[config.mk]
export PLATFORM = sky130hd
export DESIGN_NAME = uart_alu_frame_ctrl
export DESIGN_NICKNAME = d
export VERILOG_FILES = /design/src/rtl/uart_alu_pkg.sv /design/src/rtl/uart_alu_frame_ctrl_serializer.sv /design/src/rtl/uart_alu_frame_ctrl.sv
export SDC_FILE = /design/constraint.sdc
export NUM_CORES = 1
export LEC_CHECK = 0
export BUFFER_PORTS_ARGS = -buffer_cell sky130_fd_sc_hd__buf_2
export CAP_MARGIN = 20
export CORE_MARGIN = 10
export CORE_UTILIZATION = 42
export CTS_CLUSTER_DIAMETER = 150
export DETAILED_ROUTE_END_ITERATION = 10
export GPL_TIMING_DRIVEN = 0
export PLACE_DENSITY_LB_ADDON = 0.1
export SLEW_MARGIN = 40
export SYNTH_ARGS = -nofsm -noshare
export SYNTH_HDL_FRONTEND = slang
export SYNTH_SLANG_ARGS = --single-unit
[constraint.sdc]
create_clock -name i_clock -period 3.88 [get_ports i_clock]
set_input_delay 0.776 -clock i_clock [delete_from_list [all_inputs] [get_ports i_clock]]
set_output_delay 0.776 -clock i_clock [all_outputs]
set_load 0.05 [all_outputs]
[src/rtl/uart_alu_pkg.sv]
// Shared types and elaboration helpers for the UART <-> ALU frame controller.
// Byte counts are derived from the operand and byte widths of each instance.
package uart_alu_pkg;

   typedef enum logic [2:0] {
      ST_RX_A,
      ST_RX_B,
      ST_RX_OP,
      ST_EXEC,
      ST_TX
   } ctrl_state_e;

   typedef enum logic [1:0] {
      SER_IDLE,
      SER_LOAD,
      SER_WAIT
   } ser_state_e;

   function automatic int calc_n_bytes(input int nb_operand, input int nb_data);
      return nb_operand / nb_data;
   endfunction

   // Byte-index counters keep at least one bit even for single-byte operands.
   function automatic int idx_width(input int n_bytes);
      return (n_bytes > 1) ? $clog2(n_bytes) : 1;
   endfunction

   function automatic bit params_legal(input int nb_data, input int nb_operand, input int nb_op,
                                       input int nb_timeout, input int timeout_cycles);
      return (nb_data > 0) && (nb_operand >= nb_data) && (nb_operand % nb_data == 0) &&
             (nb_op > 0) && (nb_op <= nb_data) && (timeout_cycles >= 0) &&
             (longint'(timeout_cycles) < (longint'(1) << nb_timeout));
   endfunction

endpackage

[src/rtl/uart_alu_frame_ctrl_serializer.sv]
// Sends an ALU result to the UART TX one byte at a time, LSB first, using the
// start/done handshake; done_o pulses with the final byte's tx_done.
module result_tx_serializer
   import uart_alu_pkg::*;
#(
   parameter int NB_DATA    = 8,
   parameter int NB_OPERAND = 16
) (
   input  logic                  clk_i,
   input  logic                  srst_i,
   input  logic                  load_i,
   input  logic [NB_OPERAND-1:0] result_i,
   input  logic                  tx_done_i,
   output logic                  tx_start_o,
   output logic [NB_DATA-1:0]    tx_data_o,
   output logic                  done_o
);
   localparam int               N_BYTES   = calc_n_bytes(NB_OPERAND, NB_DATA);
   localparam int               CNT_W     = idx_width(N_BYTES);
   localparam logic [CNT_W-1:0] LAST_BYTE = CNT_W'(N_BYTES - 1);

   ser_state_e            state_q;
   logic [NB_OPERAND-1:0] shift_q;
   logic [NB_OPERAND-1:0] shift_d;
   logic [CNT_W-1:0]      sent_q;
   logic                  tx_start_q;
   logic [NB_DATA-1:0]    tx_data_q;

   assign shift_d = shift_q >> NB_DATA;

   always_ff @(posedge clk_i) begin
      if (srst_i) begin
         state_q    <= SER_IDLE;
         shift_q    <= '0;
         sent_q     <= '0;
         tx_start_q <= 1'b0;
         tx_data_q  <= '0;
      end else begin
         tx_start_q <= 1'b0;
         case (state_q)
            SER_IDLE: begin
               if (load_i) begin
                  shift_q    <= result_i;
                  sent_q     <= '0;
                  tx_data_q  <= result_i[NB_DATA-1:0];
                  tx_start_q <= 1'b1;
                  state_q    <= SER_LOAD;
               end
            end
            SER_LOAD: state_q <= SER_WAIT;
            SER_WAIT: begin
               if (tx_done_i) begin
                  shift_q <= shift_d;
                  if (sent_q == LAST_BYTE) begin
                     state_q <= SER_IDLE;
                  end else begin
                     sent_q     <= sent_q + 1'b1;
                     tx_data_q  <= shift_d[NB_DATA-1:0];
                     tx_start_q <= 1'b1;
                     state_q    <= SER_LOAD;
                  end
               end
            end
            default: state_q <= SER_IDLE;
         endcase
      end
   end

   assign tx_start_o = tx_start_q;
   assign tx_data_o  = tx_data_q;
   assign done_o     = (state_q == SER_WAIT) && tx_done_i && (sent_q == LAST_BYTE);

endmodule

[src/rtl/uart_alu_frame_ctrl.sv]
// Assembles A, B and opcode from the UART RX byte stream, hands them to the ALU
// atomically with a start pulse, then streams the result back out through TX.
module uart_alu_frame_ctrl
   import uart_alu_pkg::*;
#(
   parameter int NB_DATA        = 8,
   parameter int NB_OPERAND     = 16,
   parameter int NB_OP          = 6,
   parameter int NB_TIMEOUT     = 16,
   parameter int TIMEOUT_CYCLES = 50000
) (
   input  logic                  i_clock,
   input  logic                  i_reset,
   input  logic                  i_rx_valid,
   input  logic [NB_DATA-1:0]    i_rx_data,
   output logic [NB_OPERAND-1:0] o_data_a,
   output logic [NB_OPERAND-1:0] o_data_b,
   output logic [NB_OP-1:0]      o_operation,
   output logic                  o_alu_start,
   input  logic [NB_OPERAND-1:0] i_alu_result,
   output logic                  o_tx_start,
   output logic [NB_DATA-1:0]    o_tx_data,
   input  logic                  i_tx_done,
   output logic                  o_busy,
   output logic                  o_frame_error
);
   localparam int                    N_BYTES  = calc_n_bytes(NB_OPERAND, NB_DATA);
   localparam int                    IDX_W    = idx_width(N_BYTES);
   localparam logic [IDX_W-1:0]      LAST_IDX = IDX_W'(N_BYTES - 1);
   localparam bit                    TO_EN    = (TIMEOUT_CYCLES > 0);
   localparam logic [NB_TIMEOUT-1:0] TO_LAST  = NB_TIMEOUT'(TIMEOUT_CYCLES - 1);

   if (!params_legal(NB_DATA, NB_OPERAND, NB_OP, NB_TIMEOUT, TIMEOUT_CYCLES)) begin : g_param_check
      $error("uart_alu_frame_ctrl: illegal parameter combination");
   end

   ctrl_state_e           state_q;
   logic [IDX_W-1:0]      idx_q;
   logic [NB_TIMEOUT-1:0] to_cnt_q;
   logic [NB_OPERAND-1:0] shadow_a_q, shadow_b_q;
   logic [NB_OPERAND-1:0] data_a_q, data_b_q;
   logic [NB_OP-1:0]      op_q;
   logic                  alu_start_q, busy_q, frame_error_q;
   logic [N_BYTES-1:0]    lane_sel;
   logic                  to_active, to_expired, ser_done;

   for (genvar gi = 0; gi < N_BYTES; gi++) begin : g_lane_sel
      assign lane_sel[gi] = (idx_q == IDX_W'(gi));
   end

   // The timeout only runs once the current frame holds at least one byte.
   assign to_active  = TO_EN && !i_rx_valid &&
                       (((state_q == ST_RX_A) && (idx_q != '0)) ||
                        (state_q == ST_RX_B) || (state_q == ST_RX_OP));
   assign to_expired = to_active && (to_cnt_q == TO_LAST);

   always_ff @(posedge i_clock) begin
      if (i_reset) begin
         state_q       <= ST_RX_A;
         idx_q         <= '0;
         to_cnt_q      <= '0;
         shadow_a_q    <= '0;
         shadow_b_q    <= '0;
         data_a_q      <= '0;
         data_b_q      <= '0;
         op_q          <= '0;
         alu_start_q   <= 1'b0;
         busy_q        <= 1'b0;
         frame_error_q <= 1'b0;
      end else begin
         alu_start_q   <= 1'b0;
         frame_error_q <= 1'b0;
         if (to_active) to_cnt_q <= to_cnt_q + 1'b1;
         case (state_q)
            ST_RX_A, ST_RX_B: begin
               if (i_rx_valid) begin
                  to_cnt_q <= '0;
                  for (int i = 0; i < N_BYTES; i++) begin
                     if (lane_sel[i]) begin
                        if (state_q == ST_RX_A) shadow_a_q[i*NB_DATA +: NB_DATA] <= i_rx_data;
                        else                    shadow_b_q[i*NB_DATA +: NB_DATA] <= i_rx_data;
                     end
                  end
                  if (idx_q == LAST_IDX) begin
                     idx_q   <= '0;
                     state_q <= (state_q == ST_RX_A) ? ST_RX_B : ST_RX_OP;
                  end else begin
                     idx_q <= idx_q + 1'b1;
                  end
               end else if (to_expired) begin
                  idx_q         <= '0;
                  to_cnt_q      <= '0;
                  frame_error_q <= 1'b1;
                  state_q       <= ST_RX_A;
               end
            end
            ST_RX_OP: begin
               if (i_rx_valid) begin
                  // All three ALU operands switch on this single edge.
                  to_cnt_q    <= '0;
                  data_a_q    <= shadow_a_q;
                  data_b_q    <= shadow_b_q;
                  op_q        <= i_rx_data[NB_OP-1:0];
                  alu_start_q <= 1'b1;
                  busy_q      <= 1'b1;
                  state_q     <= ST_EXEC;
               end else if (to_expired) begin
                  idx_q         <= '0;
                  to_cnt_q      <= '0;
                  frame_error_q <= 1'b1;
                  state_q       <= ST_RX_A;
               end
            end
            ST_EXEC: state_q <= ST_TX;
            ST_TX: begin
               if (ser_done) begin
                  busy_q  <= 1'b0;
                  state_q <= ST_RX_A;
               end
            end
            default: state_q <= ST_RX_A;
         endcase
      end
   end

   result_tx_serializer #(
      .NB_DATA    (NB_DATA),
      .NB_OPERAND (NB_OPERAND)
   ) u_serializer (
      .clk_i      (i_clock),
      .srst_i     (i_reset),
      .load_i     (state_q == ST_EXEC),
      .result_i   (i_alu_result),
      .tx_done_i  (i_tx_done),
      .tx_start_o (o_tx_start),
      .tx_data_o  (o_tx_data),
      .done_o     (ser_done)
   );

   assign o_data_a      = data_a_q;
   assign o_data_b      = data_b_q;
   assign o_operation   = op_q;
   assign o_alu_start   = alu_start_q;
   assign o_busy        = busy_q;
   assign o_frame_error = frame_error_q;

endmodule
======== Word-level counts from Yosys, hierarchy flattened ========
Cells that the tools add are included.
cells by class
  shifts and indexed selects .............. 0
  $add $sub $neg .......................... 3
  eq/ne operators ......................... 14
  mux-type cells .......................... 40
  reduce and logical (&&, ||, !) cells .... 28
  bitwise logic cells ..................... 4
  multiply operators ...................... 0
  div/mod/pow operators ................... 0
  order comparisons ....................... 0
operators by type and width
  operator                                                          count
  16-bit 2-to-1 mux                                                 6
  16-bit one-hot mux with 2 select lines                            1
  8-bit 2-to-1 mux                                                  3
  4-bit AND reduction                                               5
  16-bit by 1-bit adder with 16-bit output (second input constant)  1
  16-bit == test (second input constant)                            1
  8-bit one-hot mux with 2 select lines                             1
  1-bit 2-to-1 mux                                                  15
  3-bit 2-to-1 mux                                                  5
  3-bit one-hot mux with 4 select lines                             1
  2-bit != test (second input constant)                             5
  1-bit one-hot mux with 2 select lines                             4
  2-bit AND reduction                                               4
  3-bit by 2-bit == test with 1-bit output (second input constant)  2
  2-bit 2-to-1 mux                                                  3
  2-bit one-hot mux with 3 select lines                             1
  3-bit AND reduction                                               2
  2-bit nonzero test                                                3
  3-bit OR reduction                                                2
  1-bit logical AND                                                 5
  1-bit inverter                                                    4
  2-bit OR reduction                                                2
  3-bit by 1-bit == test with 1-bit output (second input constant)  1
  3-bit == test (second input constant)                             1
  other kinds (9)                                                   11
storage, ports and cells
  bits of input ports ..................... 28
  ROM bits ................................ 0
  memories kept ........................... 0
  bits in latches ......................... 0
  RAM bits ................................ 0
  bits in registers ....................... 121
  output and inout bits ................... 50

======== Longest topological paths before layout ========
  depth after elaboration ................. 9
  depth in mapped cells ................... 6
  gate-level depth less buffers ........... 5

======== Hierarchy ========
A second synthesis with hierarchy kept.
unflattened totals
  cell total of the unflattened synthesis .. 501
  area, all modules ....................... 4,478.0 µm²
by module, submodules not included
  module                area each (µm²)  seq. area each (µm²)  cells each  times used
  uart_alu_frame_ctrl   3,609.7          1,861.8               426         1
  result_tx_serializer  868.3            400.4                 75          1

======== Worst setup path before layout ========
No wires, ideal clock.
  path type ............................... input port to flip-flop
  start point ............................. in i_rx_valid
  end point ............................... reg to_cnt_q[12]
  data arrival time ....................... 1.904 ns
  path slack .............................. 1.896 ns
  library setup time ...................... 0.079 ns
  stages .................................. 5
  required time ........................... 3.801 ns
  cell sequence ........................... a211oi_2 > nand3_1 > buf_2 > or4_1 > a22oi_1
between the ends
  longest elaborated chain between the ends .. 6
  elaborated cells between the ends (all ways) .. 7
  those cells by class .................... 4 x mux; 3 x reduce/logical
RTL lines
  what                                                    RTL line                                               RTL
  start: declaration                                      uart_alu_frame_ctrl.sv:14                              input logic i_rx_valid,
  1-bit logical NOT                                       uart_alu_frame_ctrl.sv:52                              assign to_active = TO_EN && !i_rx_valid &&
  1-bit logical AND                                       uart_alu_frame_ctrl.sv:52
  16-bit 2-to-1 mux or 1-bit logical AND (tied branches)  uart_alu_frame_ctrl.sv:73, uart_alu_frame_ctrl.sv:55
  16-bit 2-to-1 mux                                       uart_alu_frame_ctrl.sv:90, uart_alu_frame_ctrl.sv:107
  16-bit 2-to-1 mux                                       uart_alu_frame_ctrl.sv:98                              if (i_rx_valid) begin
  16-bit 2-to-1 mux (*)                                   --
  end signal: assignment                                  uart_alu_frame_ctrl.sv:73                              if (to_active) to_cnt_q <= to_cnt_q + 1'b1;
  end: declaration                                        uart_alu_frame_ctrl.sv:39                              logic [NB_TIMEOUT-1:0] to_cnt_q;
Mark *: on every way between the ends. The rest lies on a longest branch, timed or not.
A chain may end at the register's enable or synchronous reset.

======== Worst setup path after layout ========
  start point ............................. reg to_cnt_q[12]
  end point ............................... reg to_cnt_q[11]
between the ends
  longest elaborated chain between the ends .. 5
RTL lines
  what               RTL line                                               RTL
  16-bit == test     uart_alu_frame_ctrl.sv:55                              assign to_expired = to_active && (to_cnt_q == TO_LAST);
  1-bit logical AND  uart_alu_frame_ctrl.sv:55
  16-bit 2-to-1 mux  uart_alu_frame_ctrl.sv:90, uart_alu_frame_ctrl.sv:107
  16-bit 2-to-1 mux  uart_alu_frame_ctrl.sv:98
  16-bit 2-to-1 mux  --
No other way between the ends.

==> out/results.tsv <==
stage	metric	value	unit
job	drv_cap	0	
timing	maxSlewViolCount	0	
timing	setup_violations	0	
floorplanning	die_x	123	µm
grt	grt_max_degree	17	
floorplanning	fp-row-count	37	
power_and_ir_drop	power_leakage	2.19	nW
synth	synth-async-reset-ratio	0	%
synth	synth_edf_count	0	
clock_tree	clk_path_buf_depth	2	
synth	ys_ff_latch	113	
setup_path	endpoint_kind	flop	
outcome	outcome	finished, final reports clean	
finish	multi_input_area	2030	µm²
drt	ant_nets	0	
drt	drc	0	
grt	gr-total-overflow	0	
floorplanning	die_y	123	µm
synth	postSynthCellCount	510	
synth	synth_flop_cell	dfxtp_1	
timing	tightest_slew	0.695	ns
clock_tree	hold_buffers	0	
drt	dr.pass1.iters	4	
timing	timing.fmax	0.497	GHz
finish	area.growth.synth_to_final	24.6	%
clock_tree	cts.sinks	113	
drt	routedWlPerCell	15.3	µm
clock_tree	cts_setup_buffers	0	
setup_path	cp_data_required_time	4.25	ns
synth	ys_seq_area_share	50.6	%
power_and_ir_drop	ir_drop	0.247	mV
finish	fin_nets	634	
grt	grt_pass1_wl	18.9	mm
clock_tree	clkLatencyLatePin	0.51	ns
finish	final_cell_mix	113 x dfxtp_1, 90 x nand2_1, 84 x buf_2	
setup_path	setup.worst_path.class	flop to flop	
clock_tree	cts_tree	done	
place	place_congestion	0.860	
finish	fill_cells	1029	
grt	grt_pass1_vias	3877	
place	placed_cells	722	
floorplanning	start_util	43.1	%
grt	antenna_found_initial	0	
grt	grt_usage	15.6	%
timing	min_period_over_period	51.8	%
timing	slew_headroom	53.6	%
clock_tree	htree_levels	4	
floorplanning	core_area	10400	µm²
synth	yosys_warnings	0	
floorplanning	io-pin-count	78	
setup_path	arrival	2.38	ns
synth	syn_nets	539	
finish	drive_gt1_share	19.7	%
finish	seqCellArea	2260	µm²
worst_hold_path	hp-class	flop to flop	
clock_tree	clk_pin_slew_worst_paths	0.06	ns
drt	via_per_inst	5.20	
timing	whs	0.451	ns
place	port_buffers	76	
finish	utilization	53.8	%
place	dp_hpwl	8.30	mm
timing	hold_viol_final	0	
clock_tree	clockRootBuffer	clkbuf_8	
drt	vias	3923	
synth	post_synth_num_cell_types	47	
finish	layout_commonest_cell	dfxtp_1	
finish	antenna_cells	0	
floorplanning	dieArea	15200	µm²
power_and_ir_drop	p_total	0.00273	W
setup_path	path_max_fanout	10	
drt	finalWirelength	11.5	mm
setup_path	worst_setup_path_start_kind	flop	
synth	syn_area	4470	µm²
timing	tns	0	ns
synth	avgSynthCellArea	8.77	µm²
power_and_ir_drop	power_density	489	nW/µm²
drt	drt_iter0_drc	192	
timing	fin_crit	2.01	ns
timing	clock_skew	0.00615	ns
clock_tree	cts_resized	0	
clock_tree	cts_made_buffers	17	
timing	rsz0062_at_grt	no	
finish	finalNonFillerCells	754	
[state kept, by name (all words and copies together) (netlist names)]
register,count
o_data_a,16
o_data_b,16
shadow_a_q,16
shadow_b_q,16
to_cnt_q,16
u_serializer.shift_q,8
u_serializer.tx_data_o,8
o_operation,6
state_q,3
u_serializer.state_q,2
idx_q,1
o_alu_start,1
o_busy,1
o_frame_error,1
u_serializer.sent_q,1
u_serializer.tx_start_o,1
[metrics by stage]
stage	setup slack (ns)	cell area [µm²]
after detailed placement	1.40	5020
after CTS	1.88	5580
after global routing	1.73	5580
after global placement	1.44	5020
final	1.87	5580
after floorplan	1.90	4470
[kinds of logic after synthesis]
| logic type | synth area share (%) |
|---|---|
| compound gates | 14.9 |
| xor+xnor | 1.17 |
| fa+ha+maj | 0.280 |
| buf+inv | 4.00 |
| flops | 50.6 |
| mux | 7.38 |
| simple gates | 21.7 |
[report_power, final]
group	switching (W)	internal, W	total [W]	leakage [nW]
logic	0.0000822	0.0000454	0.000128	1.02
clock network	0.000593	0.000820	0.00141	0.256
registers	0.00000994	0.00118	0.00119	0.912
total	0.000685	0.00204	0.00273	2.19
[synthesized netlist by cell type, drive strengths merged, types with 2 or more instances]
master / count / area (µm²)
clkbuf: 25 / 93.8
nor4b: 2 / 17.5
a211oi: 11 / 87.6
a21oi: 60 / 300
nor2: 51 / 191
a2111oi: 2 / 17.5
and3b: 3 / 26.3
dfxtp: 113 / 2260
nor4: 3 / 18.8
o31ai: 8 / 60.1
and2: 3 / 18.8
nand4: 7 / 43.8
inv: 4 / 15.0
or2: 2 / 12.5
mux2i: 33 / 330
nand3b: 2 / 15.0
nor2b: 5 / 31.3
a22oi: 17 / 128
nand2: 90 / 338
o21ai: 4 / 20.0
xnor2: 5 / 43.8
or3: 3 / 18.8
nand3: 14 / 70.1
nand2b: 3 / 18.8
nor3b: 2 / 15.0
or4: 7 / 52.6
and4: 2 / 17.5
nor3: 4 / 20.0
buf: 12 / 70.1
[layer usage]
metal	part of all wire, %	vias up	global-route usage [%]
li1	-	1985	-
met1	47	1838	19.8
met2	45	86	23.9
met3	7.2	14	5.61
met4	1.2	0	5.75
met5	0	-	0
[critical path, cell delays in order (launching register included)]
cell     delay, ns
dfxtp_1       0.37
nor4b_1       0.33
nand4_1       0.23
o21ai_1       0.49
buf_2         0.33
a22oi_1       0.12
[worst paths after layout]
path / startpoint / cells past startpoint / endpoint / slack [ns]
max: to_cnt_q[12] / 5 / to_cnt_q[11] / 1.87
min: o_data_b[1] / 2 / o_data_b[1] / 0.45
max reg2reg: to_cnt_q[12] / 5 / to_cnt_q[11] / 1.87
min reg2reg: o_data_b[1] / 2 / o_data_b[1] / 0.45
[cell type report]
cell class	count	share of cell area [%]
repair buffers	76	6.82
flip-flops and latches	113	40.6
multi-input cells	356	36.5
well taps	136	3.05
plain buffers	37	2.94
inverters	4	0.269
clock inverters	14	2.22
clock buffers	18	7.67
(Power assumes the default switching activity.)
